$ cat src/rtl/midi_uart_rx.sv
// MIDI serial receiver: 8N1, LSB first, mid-bit sampling.
// Re-arms only after a full idle period, so mid-byte starts are ignored.
module midi_uart_rx #(
  parameter int CLKS_PER_BIT  = 384,
  parameter int IDLE_ARM_BITS = 1
) (
  input  logic       clk,
  input  logic       rst,
  input  logic       rx,
  output logic [7:0] data,
  output logic       data_valid,
  output logic       frame_err,
  output logic       busy
);

  localparam int CW = $clog2(CLKS_PER_BIT);
  localparam logic [CW-1:0] BIT_END  = CW'(CLKS_PER_BIT - 1);
  localparam logic [CW-1:0] HALF_END = CW'(CLKS_PER_BIT / 2 - 1);
  localparam logic [3:0]    ARM_END  = 4'(IDLE_ARM_BITS - 1);

  typedef enum logic [2:0] {
    ARM, IDLE, START, DATA, STOP, WAIT_HIGH
  } state_t;

  state_t        state;
  state_t        state_n;
  logic [CW-1:0] cnt;
  logic [3:0]    bits;
  logic [7:0]    shreg;
  logic          tick_half;
  logic          tick_bit;
  logic          dv_n;
  logic          fe_n;
  logic          busy_n;

  assign tick_half = (cnt == HALF_END);
  assign tick_bit  = (cnt == BIT_END);

  // State register
  always_ff @(posedge clk or negedge rst) begin
    if (!rst) state <= ARM;
    else      state <= state_n;
  end

  // Next-state decode
  always_comb begin
    state_n = state;
    unique case (state)
      ARM: begin
        if (rx && tick_bit && bits == ARM_END)
          state_n = IDLE;
      end
      IDLE: begin
        if (!rx) state_n = START;
      end
      START: begin
        if (tick_half) state_n = rx ? IDLE : DATA;
      end
      DATA: begin
        if (tick_bit && bits == 4'd7)
          state_n = STOP;
      end
      STOP: begin
        if (tick_bit) state_n = rx ? IDLE : WAIT_HIGH;
      end
      WAIT_HIGH: begin
        if (rx) state_n = ARM;
      end
      default: state_n = ARM;
    endcase
  end

  // Next values of the registered outputs
  always_comb begin
    dv_n   = (state == STOP) && tick_bit && rx;
    fe_n   = (state == STOP) && tick_bit && !rx;
    busy_n = (state_n == START) || (state_n == DATA)
          || (state_n == STOP);
  end

  // Bit-time counter, bit counter and shift register
  always_ff @(posedge clk or negedge rst) begin
    if (!rst) begin
      cnt   <= '0;
      bits  <= '0;
      shreg <= '0;
    end else begin
      unique case (state)
        ARM: begin
          if (!rx) begin
            cnt  <= '0;
            bits <= '0;
          end else if (tick_bit) begin
            cnt  <= '0;
            bits <= bits + 4'd1;
          end else begin
            cnt <= cnt + 1'b1;
          end
        end
        START: begin
          if (tick_half) cnt <= '0;
          else           cnt <= cnt + 1'b1;
        end
        DATA: begin
          if (tick_bit) begin
            cnt   <= '0;
            bits  <= bits + 4'd1;
            shreg <= {rx, shreg[7:1]};
          end else begin
            cnt <= cnt + 1'b1;
          end
        end
        STOP: begin
          if (tick_bit) cnt <= '0;
          else          cnt <= cnt + 1'b1;
        end
        default: begin
          cnt  <= '0;
          bits <= '0;
        end
      endcase
    end
  end

  // Registered outputs
  always_ff @(posedge clk or negedge rst) begin
    if (!rst) begin
      data       <= 8'h00;
      data_valid <= 1'b0;
      frame_err  <= 1'b0;
      busy       <= 1'b0;
    end else begin
      data_valid <= dv_n;
      frame_err  <= fe_n;
      busy       <= busy_n;
      if (dv_n) data <= shreg;
    end
  end

endmodule

$ cat config.mk
export PLATFORM = sky130hd
export DESIGN_NAME = midi_uart_rx
export DESIGN_NICKNAME = d
export VERILOG_FILES = /design/src/rtl/midi_uart_rx.sv
export SDC_FILE = /design/constraint.sdc
export NUM_CORES = 1
export LEC_CHECK = 0
export ABC_AREA = 1
export CORE_MARGIN = 1
export CORE_UTILIZATION = 44
export CTS_CLUSTER_DIAMETER = 200
export DETAILED_ROUTE_END_ITERATION = 8
export GPL_ROUTABILITY_DRIVEN = 1
export SLEW_MARGIN = 15
export SYNTH_ARGS = -nofsm -noshare
export SYNTH_HDL_FRONTEND = slang
export SYNTH_SLANG_ARGS = --single-unit
$ cat constraint.sdc
create_clock -name clk -period 4.11 [get_ports clk]
set_input_delay 0.411 -clock clk [delete_from_list [all_inputs] [get_ports clk]]
set_output_delay 0.411 -clock clk [all_outputs]
set_load 0.01 [all_outputs]
==> results.toml <==
[floorplan]
ioPinCount = 14
num_rows = 22
fp.dieW_um = 65.14
die_height_um = 65.14
die_area_um2 = 4243
core_area_um2 = 3744
start_util = 0.4686

[grt]
antenna_found_initial = 0
grt_max_degree = 36
grt_pass1_vias = 1299
grt_usage = 0.1672
grt_remaining_overflow = 0
grt_pass1_wl_mm = 5.416

[sta]
finalHoldViolations = 0
tightest_slew_ns = 0.4459
fin_setup_tns_ns = 0
setup_violations = 0
drv_slew = 0
period_needed_ns = 1.674
rsz0062_at_grt = "no"
post-route-period-util = 0.4073
slew_headroom = 0.7027
fmax_mhz = 597.4
clock-skew-final_ns = 0.009541

[placed_design]
gp_congestion = 0.9145
port_buffers = 13
hpwl_mm = 2.135

[worst_setup_path]
cp.required_ns = 4.28
criticalPathCategory = "reg -> reg"
worstSetupStartpoint = "cnt[0]"
path_delay_family = "simple AND/OR/NAND/NOR gates"
path_buf_inv = 1
crit_path_end_kind = "flip-flop"
crit_slowest_cell = "dfrtp_1"
r2r-start = "cnt[0]"
crit_chain = "ha_1 -> nand3_4 -> nor2_8 -> nand2_4 -> clkinv_2 -> nand2_2 -> nand2_1 -> o21ai_2"
critical_path_arrival_ns = 1.84
cpPeakStageDelay_ns = 0.37
cp_max_fo = 16
start_kind = "flip-flop"

[pwr]
ir_drop_uv = 186.9
total_power_w = 0.0006726
leakagePower_nw = 1.011
pwr_density_cell_nw_per_um2 = 329.4

[route]
dr_total_vias = 1318
drc = 0
antenna_left = 0
drt_iter0_markers = 72
viasPerCell = 4.918
drt-wirelength-per-cell_um = 10.85
routed_wl_mm = 2.907
firstDrtPassIters = 4

[clocking]
cts_hold_buf = 0
cts_tree = "done"
root_buffer = "clkbuf_8"
ctsResizeCount = 0
post_cts_buffers = 0
cts_buffers = 5
clk_pin_slew_ns = 0.07
cts.sink_count = 35
clkLatencyLatePin_ns = 0.29
cts_buffer_depth = 2
htreeDepth = 2

[final_layout]
fillers = 364
antenna_cells = 0
fin_nets = 225
drive_above_1_share = 0.1591
syn_to_final_growth_pct = 16.41
final_common_cell = "nand2_1"
layout_common_cells = "nand2_1, dfrtp_1, inv_1"

[yosys]
ys_seq_area_frac = 0.4993
synth_top_cell_by_area = "dfrtp_1"
synthDistinctLibCells = 24
synthTopCellsByArea = "dfrtp_1, nand2_1, o21ai_2"
syn_area_per_cell_um2 = 8.771
synth_area_um2 = 1754
yosysTopAreaCellShare = 0.4993
syn-num-nets = 206
postSynthCellCount = 200
synth_seq_cells = 35
yosys_warnings = 0

[min_path]
hold_class = "reg -> reg"
hp-start = "cnt[0]"

[run_status]
status = "complete, no violations"

[run]
maxCapViolations = 0
[where the power goes]
part           leakage, nW  switching (W)   total, W  internal, W
combinational        0.472      0.0000133  0.0000189   0.00000568
sequential           0.481     0.00000199   0.000349     0.000347
clock               0.0581       0.000125   0.000305     0.000180
[per-stage QoR]
stage	cells	utilization	hold WS, ns	cell area [um2]	setup WS (ns)
floorplan	200	-	0.1154	1754	2.638
global placement	260	0.5154	0.4449	1929	2.394
detailed placement	260	0.5154	0.4512	1929	2.356
CTS	268	0.5455	0.4608	2042	2.429
global route	268	0.5455	0.4877	2042	2.286
finish	268	0.5455	0.4567	2042	2.436
[synth_stat cells (all sizes together)]
cell type / number
ha: 3
dfrtp: 35
o21ai: 18
nand4: 4
xnor2: 1
xor2: 5
nor2: 28
clkinv: 1
inv: 29
nand3b: 1
nand2: 49
nor3: 5
a21oi: 1
a21o: 1
nand3: 17
buf: 2
[path summary, 6_finish.rpt]
check                            to  slack [ns]  cells past startpoint
setup / recovery           shreg[6]        2.44                      8
hold / removal               cnt[0]        0.46                      1
setup reg to reg           shreg[6]        2.44                      8
hold reg to reg              cnt[0]        0.46                      1
max in group asynchronous  state[2]        3.26                      2
min in group asynchronous   data[3]        0.53                      2
[state kept, by name, summed over array words and instances, names as in the netlist]
signal and cells:
cnt 9, frame_err 1, data 8, bits 4, state 3, busy 1, shreg 8, data_valid 1
[cell families (layout without fill, tap and decap cells)]
kind of cell | Yosys count | in the layout | share of synthesized area
xor+xnor | 6 | 6 | 0.02996
flops | 35 | 35 | 0.4993
fa+ha+maj | 3 | 3 | 0.02140
compound gates | 20 | 20 | 0.09058
buf+inv | 32 | 52 | 0.07774
simple gates | 104 | 104 | 0.2810
[metal layers]
metal  vias to the layer above  wire (um)  track usage
li1                        667          -            -
met1                       622       1399       0.2045
met2                        23       1340       0.2786
met3                         6        114      0.04167
met4                         0         53      0.07337
met5                         -          0            0
[area by class of cell]
cell class	instances	area, um2	area share
clock buffer	5	68.82	0.03370
clock inverter	3	43.79	0.02145
inverter	30	113.9	0.05576
multi-input combinational	133	742.0	0.3634
sequential	35	875.8	0.4289
tap	48	60.06	0.02941
timing repair buffer	14	137.6	0.06740
Power figures use the tool's default switching activity.
